`config.mk`:
```
export PLATFORM = sky130hd
export DESIGN_NAME = sun_trb_sar_ctrl
export DESIGN_NICKNAME = d
export VERILOG_FILES = /design/src/rtl/sun_trb_sar_pkg.sv /design/src/rtl/sun_trb_sar_tmo.sv /design/src/rtl/sun_trb_sar_ctrl.sv
export SDC_FILE = /design/constraint.sdc
export NUM_CORES = 1
export LEC_CHECK = 0
export BUFFER_PORTS_ARGS = -buffer_cell sky130_fd_sc_hd__buf_2
export CELL_PAD_IN_SITES_DETAIL_PLACEMENT = 0
export CELL_PAD_IN_SITES_GLOBAL_PLACEMENT = 1
export CORE_UTILIZATION = 43
export CTS_BUF_LIST = sky130_fd_sc_hd__clkbuf_4 sky130_fd_sc_hd__clkbuf_8
export DETAILED_ROUTE_END_ITERATION = 10
export PLACE_DENSITY_LB_ADDON = 0.1
export SLEW_MARGIN = 20
export SYNTH_ARGS = -nofsm -noshare
export SYNTH_HDL_FRONTEND = slang
export SYNTH_SLANG_ARGS = --single-unit
```
`constraint.sdc`:
```
create_clock -name CK -period 2.55 [get_ports CK]
set_input_delay 0 -clock CK [delete_from_list [all_inputs] [get_ports CK]]
set_output_delay 0 -clock CK [all_outputs]
set_load 0.05 [all_outputs]
```
`src/rtl/sun_trb_sar_pkg.sv`:
```
// Shared types and default sizing for the SUN_TRB SAR controller.
// State encoding and constants used by the controller and its timeout counter.
package sun_trb_sar_pkg;

  localparam int SAR_NBITS      = 8;
  localparam int SAR_SAMPLE_CYC = 2;
  localparam int SAR_TMO_CYC    = 15;

  typedef enum logic [2:0] {
    S_IDLE,
    S_SMP,
    S_CMP,
    S_DEC,
    S_CRST,
    S_HOLD
  } sar_state_t;

endpackage

```
`src/rtl/sun_trb_sar_tmo.sv`:
```
// Comparator timeout counter for the SUN_TRB SAR controller.
// Counts cycles spent in one CMP or CRST visit; hit fires on the TMO_CYC-th cycle.
module sun_trb_sar_tmo
  import sun_trb_sar_pkg::*;
#(
  parameter int TMO_CYC = SAR_TMO_CYC
) (
  input  logic       clk,
  input  logic       rst_n,
  input  sar_state_t state,
  output logic       hit
);

  localparam int CW = $clog2(TMO_CYC + 1);

  sar_state_t    prev;
  logic [CW-1:0] cnt;
  logic [CW-1:0] cnt_eff;
  logic          run;

  assign run = (state == S_CMP) || (state == S_CRST);

  // A fresh visit (state just changed) restarts the count at zero.
  assign cnt_eff = (state != prev) ? '0 : cnt;
  assign hit     = run && (cnt_eff == CW'(TMO_CYC - 1));

  always_ff @(posedge clk) begin
    if (!rst_n) begin
      prev <= S_IDLE;
      cnt  <= '0;
    end else begin
      prev <= state;
      cnt  <= (run && !hit) ? cnt_eff + 1'b1 : '0;
    end
  end

endmodule

```
`src/rtl/sun_trb_sar_ctrl.sv`:
```
// SAR sequencer for the SUN_TRB differential ADC: sample, N decisions, handshake.
// Optional comparator timeout is enabled by defining SAR_CMP_TIMEOUT_EN.
module sun_trb_sar_ctrl
  import sun_trb_sar_pkg::*;
#(
  parameter int NBITS      = SAR_NBITS,
  parameter int SAMPLE_CYC = SAR_SAMPLE_CYC,
  parameter int TMO_CYC    = SAR_TMO_CYC
) (
  input  logic             CK,
  input  logic             RN,
  input  logic             START,
  input  logic             CMP_P,
  input  logic             CMP_N,
  output logic             SAMPLE,
  output logic             CMP_EN,
  output logic [NBITS-1:0] CP,
  output logic [NBITS-1:0] CN,
  output logic             BUSY,
  output logic [NBITS-1:0] DOUT,
  output logic             DVALID,
  input  logic             DREADY,
  output logic             TMO_FLAG
);

  localparam int KW = (NBITS > 1) ? $clog2(NBITS) : 1;
  localparam int SW = (SAMPLE_CYC > 1) ? $clog2(SAMPLE_CYC + 1) : 1;

  sar_state_t    state;
  logic [KW-1:0] k;
  logic [SW-1:0] smp_cnt;
  logic          dec;
  logic          tmo_hit;

`ifdef SAR_CMP_TIMEOUT_EN
  sun_trb_sar_tmo #(
    .TMO_CYC(TMO_CYC)
  ) u_tmo (
    .clk  (CK),
    .rst_n(RN),
    .state(state),
    .hit  (tmo_hit)
  );
`else
  assign tmo_hit = 1'b0;
`endif

  always_ff @(posedge CK) begin
    if (!RN) begin
      state    <= S_IDLE;
      SAMPLE   <= 1'b0;
      CMP_EN   <= 1'b0;
      CP       <= '1;
      CN       <= '1;
      DOUT     <= '0;
      DVALID   <= 1'b0;
      BUSY     <= 1'b0;
      TMO_FLAG <= 1'b0;
      k        <= '0;
      smp_cnt  <= '0;
      dec      <= 1'b0;
    end else begin
      unique case (state)
        S_IDLE: begin
          if (START) begin
            state    <= S_SMP;
            BUSY     <= 1'b1;
            SAMPLE   <= 1'b1;
            CP       <= '1;
            CN       <= '1;
            DOUT     <= '0;
            TMO_FLAG <= 1'b0;
            smp_cnt  <= '0;
          end
        end
        S_SMP: begin
          if (smp_cnt == SW'(SAMPLE_CYC - 1)) begin
            SAMPLE <= 1'b0;
            CMP_EN <= 1'b1;
            k      <= KW'(NBITS - 1);
            state  <= S_CMP;
          end else begin
            smp_cnt <= smp_cnt + 1'b1;
          end
        end
        S_CMP: begin
          // Latch the decision here so DEC does not depend on CMP_P glitches.
          if (CMP_P ^ CMP_N) begin
            dec   <= CMP_P;
            state <= S_DEC;
          end else if (tmo_hit) begin
            dec      <= 1'b0;
            TMO_FLAG <= 1'b1;
            state    <= S_DEC;
          end
        end
        S_DEC: begin
          DOUT[k] <= dec;
          if (dec) CP[k] <= 1'b0;
          else     CN[k] <= 1'b0;
          CMP_EN <= 1'b0;
          state  <= S_CRST;
        end
        S_CRST: begin
          if ((!CMP_P && !CMP_N) || tmo_hit) begin
            if (CMP_P || CMP_N) TMO_FLAG <= 1'b1;
            if (k == '0) begin
              DVALID <= 1'b1;
              state  <= S_HOLD;
            end else begin
              k      <= k - 1'b1;
              CMP_EN <= 1'b1;
              state  <= S_CMP;
            end
          end
        end
        S_HOLD: begin
          if (DREADY) begin
            DVALID   <= 1'b0;
            BUSY     <= 1'b0;
            CP       <= '1;
            CN       <= '1;
            TMO_FLAG <= 1'b0;
            state    <= S_IDLE;
          end
        end
        default: state <= S_IDLE;
      endcase
    end
  end

endmodule

```
==> run metrics, run 1 <==
RSZ-0062 raised after global routing=no; total grt overflow=0; Die W=roughly 70 um; register share of total power=0.475; post-route cell area=around 2300 um2; Routed WL=4470 um; area leader, netlist=dfxtp_1; post-synth cell types=48; Power Density=610 nW/um2; fraction of layout cells with a size suffix above 1=0.268; Hold Startpoint=RN; status=finished clean; via count=1,717; CP Data Arrival Time=2.19 ns; PnR worst setup slack=0.592 ns; synth warn=0; non-filler cells, final=306; pre-CTS WS=0.611 ns; Synth Flop Type=dfxtp_1; Placed Area=2150 um2; total die area=just under 5000 um2; hold path cells=2; gr usage total=0.197; final setup vio count=0; synthesized flop and latch total=38; Final HPWL DP=3190 um; Sw Pwr=approximately 430 uW; fin crit period=around 2.0 ns; placed cell count=297; cell leakage power=between 1 and 1.5 nW; Async S/R FF share, synth=0; first-pass GRT wire length=7730 um; Hold WS=about 0.068 ns; CORE AREA=4380 um2; R2R setup slack=0.59 ns; Hold EP=CP[0]$_SDFFE_PN1P_; Initial Utilization=0.449; Die Y=roughly 70 um; CTS resizes=0; # rows=24; Synth-to-Final Area Change=14.6%; clock power share=0.316; f_max=0.511 GHz; Nets=263; Hold Crit Class=primary input to flop; Rel. slew slack=0.720; synthesized area per cell=roughly 8.8 um2; critical path startpoint category=flop; FF-to-FF End=CMP_EN$_SDFFE_PN0P_; Cell Int Power=951 uW; CTS buffer count=5; clk_lat worst skew=0.28 ns; post-route ant nets=0; initial antenna violation count=0; syn_nets=233; drt drc=0; Comb power frac=0.209; Clock Pin Slew Worst Setup and Hold Paths=0.07 ns; switching share of power=0.309; reg2reg start=k[0]$_SDFFE_PN0P_; CTS Buffer Depth=2; R2R cell count=6; CTS sink cnt=38; pin count of the biggest net entering global routing=20; synthesized area=1970 um2; Placer Congestion=0.788; Post-synth EDFFs=0; share of the synthesized area in the top cell type=0.386; wire per inst=14.6 um; TritonCTS clock tree=done; cell count after synthesis=about 220; IO Port Bufs=34; # diodes=0; initial drt markers=about 160; routed vias/inst=5.61; DRT Pass-1 Iters=4; TNS Setup=0 ns; htree depth=2; max cap viols=0; Crit. End Element=flop; # IOs=35; vias in the first global route=1,474; Root Driver=clkbuf_8; period utilization=0.768; Critical Path RT=2.78 ns; Max Clock Skew=0.00490 ns; sequential-to-total area share from yosys stat=0.386; endpoints failing hold=0; path type of the worst setup path=flop to flop; Slew Limit Fails=0; worst vdd ir=roughly 250 uV; Slew @ Worst Pin=~0.42 ns; Synth area leaders=dfxtp_1, o211ai_2, nand3_1, inv_1, a21oi_1; Crit Path Max Fanout=14
==> layout make-up <==
| cell class | count | area [um2] |
|---|---|---|
| flip-flops and latches | 38 | 761 |
| clock inverters | 1 | 5.00 |
| well taps | 52 | 65.1 |
| repair buffers | 41 | 225 |
| clock buffers | 7 | 90.1 |
| inverters | 25 | 93.8 |
| multi-input cells | 142 | 1020 |
| fillers | 417 | 2130 |
==> critical path, stage by stage (launching register included) <==
cell      delay (ns)
dfxtp_1         0.55
inv_1           0.18
ha_1            0.23
ha_1            0.21
and4bb_2        0.34
and2_1          0.22
o311a_1         0.18
==> cells in the final DEF, fill, tap and decap left out, drive strengths merged, types with 5 or more instances in the layout <==
master and n:
nand4 6, nand2 7, nand3 22, dfxtp 38, buf 40, nor2b 5, nor2 5, o211ai 12
a31oi 8, inv 24, clkbuf 7, a21oi 17, nand3b 5
==> what timing repair did <==
| item | CTS | global route |
|---|---|---|
| hold buffers | 1 | 0 |
| endpoints found under the hold margin | 1 | 0 |
| setup buffers | 0 | 0 |
==> synthesized netlist by cell type, types with 3 or more instances <==
| cell type | n |
|---|---|
| a31oi_1 | 8 |
| a21oi_1 | 17 |
| buf_2 | 3 |
| ha_1 | 4 |
| o2111ai_1 | 4 |
| o311a_1 | 3 |
| o21ai_0 | 4 |
| dfxtp_1 | 38 |
| nand3_1 | 22 |
| buf_6 | 3 |
| nor2b_1 | 5 |
| nor2_1 | 5 |
| inv_1 | 24 |
| clkbuf_1 | 11 |
| or3b_2 | 3 |
| nand4_1 | 6 |
| nand2_1 | 7 |
| o211ai_2 | 10 |
| nand2b_1 | 4 |
| nand3b_1 | 5 |
| o32ai_1 | 3 |
==> registers in the layout, summed over array words and instances, names as in the netlist <==
register	flops
CN	8
DOUT	8
k	3
TMO_FLAG	1
CMP_EN	1
CP	8
state	3
DVALID	1
SAMPLE	1
smp_cnt	2
dec	1
BUSY	1
==> through the flow <==
stage,util,power (mW)
floorplan,-,0.900
detailed placement,0.491,0.953
CTS,0.515,1.39
global placement,0.491,0.953
global route,0.515,1.46
finish,0.515,1.38
==> power by group through the flow <==
| stage | Combinational, mW | Sequential [mW] | Clock (mW) |
|---|---|---|---|
| after floorplan | 0.218 | 0.682 | 0 |
| after global placement | 0.287 | 0.666 | 0 |
| after detailed placement | 0.286 | 0.667 | 0 |
| after CTS | 0.288 | 0.653 | 0.453 |
| after global routing | 0.316 | 0.659 | 0.480 |
| final | 0.287 | 0.654 | 0.436 |
==> routing by layer <==
layer / global-route usage / vias up / routed length (um)
li1: - / 874 / -
met1: 0.312 / 798 / 2350
met2: 0.265 / 43 / 1880
met3: 0.0451 / 2 / 217
met4: 0.0467 / 0 / 26
met5: 0 / - / 0
==> logic make-up after synthesis <==
family	count (synthesis)	share of synthesized area
and+or+nand+nor	75	0.234
AOI/OAI and AO/OA	61	0.247
muxes	2	0.0102
buffers and inverters	43	0.0972
DFF	38	0.386
adders and majority gates	4	0.0254
==> how the worst max path moves through the flow <==
stage / startpoint / endpoint / slack (ns) / cells past startpoint
final: k[0]$_SDFFE_PN0P_ / CMP_EN$_SDFFE_PN0P_ / 0.59 / 6
after global routing: k[1]$_SDFFE_PN0P_ / k[2]$_SDFFE_PN0P_ / 0.43 / 6
after CTS: k[1]$_SDFFE_PN0P_ / k[2]$_SDFFE_PN0P_ / 0.60 / 6
after detailed placement: k[0]$_SDFFE_PN0P_ / k[2]$_SDFFE_PN0P_ / 0.61 / 6
after global placement: k[1]$_SDFFE_PN0P_ / k[1]$_SDFFE_PN0P_ / 0.66 / 6
after floorplan: k[0]$_SDFFE_PN0P_ / CMP_EN$_SDFFE_PN0P_ / 0.71 / 7
(Power assumes the default switching activity.)
==> run 2: changes to the inputs <==
--- a/config.mk
+++ b/config.mk
@@ -8,7 +8,7 @@
 export BUFFER_PORTS_ARGS = -buffer_cell sky130_fd_sc_hd__buf_2
 export CELL_PAD_IN_SITES_DETAIL_PLACEMENT = 0
 export CELL_PAD_IN_SITES_GLOBAL_PLACEMENT = 1
-export CORE_UTILIZATION = 43
+export CORE_UTILIZATION = 39
 export CTS_BUF_LIST = sky130_fd_sc_hd__clkbuf_4 sky130_fd_sc_hd__clkbuf_8
 export DETAILED_ROUTE_END_ITERATION = 10
 export PLACE_DENSITY_LB_ADDON = 0.1
==> constraint.sdc (replaced) <==
create_clock -name CK -period 1.6 [get_ports CK]
set_input_delay 0 -clock CK [delete_from_list [all_inputs] [get_ports CK]]
set_output_delay 0 -clock CK [all_outputs]
set_load 0.05 [all_outputs]
==> run 2 against run 1 <==
  * Largest power group unchanged
  * Non-clock buffer count grew 9
  * Design area rose by 8.7%
  * Die area up 10%
  * Worst setup slack worse by 0.54 ns
  * Sequential power rose by 56%
  * Register-to-register slack got worse by 0.54 ns
  * Total power up 85%
  * Sequential share of layout area is 2.6 points lower
  * Maximum frequency up 26%
  * Critical endpoint is now k[2]$_SDFFE_PN0P_
==> run metrics, run 2 (synthesized netlist as in run 1, its figures left out) <==
status=finished clean; IO Port Bufs=34 (unchanged); Die Y=73.1 um (+4.9%); pin count of the biggest net entering global routing=18 (-10%); Regs by FF count=CN: 8 flops, CP: 8 flops, DOUT: 8 flops; WL met1=2330 um (-0.72%); fin crit period=1.55 ns (-0.407 ns); post-route ant nets=0 (unchanged); max cap viols=0 (unchanged); most common cell after layout, fill and taps aside=dfxtp_1; total die area=5340 um2 (+10%); critical path startpoint category=flop; WL met3=144 um (-34%); reg2reg start=k[1]$_SDFFE_PN0P_; Max Clock Skew=0.00544 ns (+0.000546 ns); vias in the first global route=1,596 (+8.3%); Rel. slew slack=0.638 (-0.0828); R2R setup slack=0.05 ns (-0.54 ns); Crit. End Element=flop; wire per inst=13.9 um (-4.9%); Placer Congestion=0.779 (-1.1%); CTS sink cnt=38 (unchanged); Critical Path RT=1.78 ns (-1.00 ns); FF-to-FF End=k[2]$_SDFFE_PN0P_; Root Driver=clkbuf_8; CTS Buffer Depth=2 (unchanged); # diodes=0 (unchanged); fraction of layout cells with a size suffix above 1=0.323 (+0.0555); initial drt markers=53 (-66%); Initial Utilization=0.412 (-0.0377); endpoints failing hold=0 (unchanged); Final HPWL DP=3290 um (+3.2%); first-pass GRT wire length=7670 um (-0.72%); TNS Setup=0 ns (unchanged); path type of the worst setup path=flop to flop; Crit Path Max Fanout=5 (-9); clk_lat worst skew=0.29 ns (about the same); met2 wire length=2070 um (+9.9%); Post-CTS Setup Bufs=0 (unchanged); most frequent cells in the layout=dfxtp_1, buf_2, nand3_1; Hold Startpoint=RN; CP Data Arrival Time=1.73 ns (-0.46 ns); Slew Limit Fails=0 (unchanged); period utilization=0.969 (+0.202); Die W=73.1 um (+4.9%); DRT Pass-1 Iters=4 (unchanged); via count=1,726 (+0.52%); Clock Pin Slew Worst Setup and Hold Paths=0.08 ns (about the same); htree depth=2 (unchanged); worst setup path startpoint=k[1]$_SDFFE_PN0P_; # IOs=35 (unchanged); placed cell count=321 (+8.1%); worst vdd ir=579 uV (+130%); gr usage total=0.188 (-0.00911); Power Density=1040 nW/um2 (+71%); # rows=25 (+4.2%); f_max=0.645 GHz (+26%); Synth-to-Final Area Change=24.6%; Hold Crit Class=primary input to flop; drt drc=0 (unchanged); CTS buffer count=5 (unchanged); Slew @ Worst Pin=0.542 ns (+0.124 ns); TritonCTS clock tree=done; cell leakage power=1.09 nW (+8.0%); Nets=272 (+3.4%); RSZ-0062 raised after global routing=no; R2R cell count=6 (unchanged); total grt overflow=0 (unchanged); post-route cell area=2450 um2 (+8.7%); Placed Area=2290 um2 (+6.4%); initial antenna violation count=0 (unchanged); top layer in use=met4; CORE AREA=4790 um2 (+9.2%); hold path cells=2 (unchanged); Hold EP=CN[0]$_SDFFE_PN1P_; Routed WL=4580 um (+2.5%); final setup vio count=0 (unchanged); routed vias/inst=5.23 (-6.8%); non-filler cells, final=330 (+7.8%)
-- run 2: metrics by stage --
stage                util  total power [mW]  hold WS, ns  worst slack (ns)
floorplan               -              1.46        0.147           0.00345
global placement    0.478              1.56        0.253            0.0429
detailed placement  0.478              1.56        0.262            0.0349
CTS                 0.510              2.58       0.0460           0.00170
global route        0.513              2.68       0.0587           0.00426
finish              0.513              2.56       0.0612            0.0490
-- run 2: repair_timing --
item	4_1_cts	5_1_grt
hold endpoints to repair	1	0
gates resized for setup	0	2
hold buffers	1	0
setup endpoints to repair	0	24
-- run 2: metal layers --
| layer | vias up | global-route usage |
|---|---|---|
| met1 | 801 | 0.254 |
| met5 | - | 0 |
| met2 | 23 | 0.296 |
| li1 | 898 | - |
| met3 | 4 | 0.0414 |
| met4 | 0 | 0.0588 |
-- run 2: worst max-delay path by stage --
stage / cells after the start / endpoint / slack, ns
5_1_grt: 6 / k[1]$_SDFFE_PN0P_ / 0.004
3_5_place_dp: 4 / CP[0]$_SDFFE_PN1P_ / 0.03
6_report: 6 / k[2]$_SDFFE_PN0P_ / 0.05
2_1_floorplan: 7 / k[1]$_SDFFE_PN0P_ / 0.003
3_3_place_gp: 4 / DOUT[5]$_SDFFE_PN0P_ / 0.04
4_1_cts: 4 / CP[0]$_SDFFE_PN1P_ / 0.002
-- run 2: worst max-delay path: stages, from the launching register on --
cell and delay [ns]:
dfxtp_1 0.35, inv_6 0.08, ha_4 0.13, ha_4 0.13, and4bb_2 0.25, and2_4 0.18, o311a_1 0.33
-- run 2: power by group --
group	internal (mW)	switching (mW)	leakage [nW]
clock	0.665	0.342	0.0714
sequential	0.984	0.0371	0.309
combinational	0.206	0.321	0.707
-- run 2: cell type report --
class / count / area [um2]
clock buffer: 6 / 82.6
multi-input combinational: 142 / 1060
timing repair buffer: 50 / 305
clock inverter: 2 / 60.1
sequential: 38 / 762
inverter: 25 / 104
tap: 67 / 83.8
fill: 456 / 2330
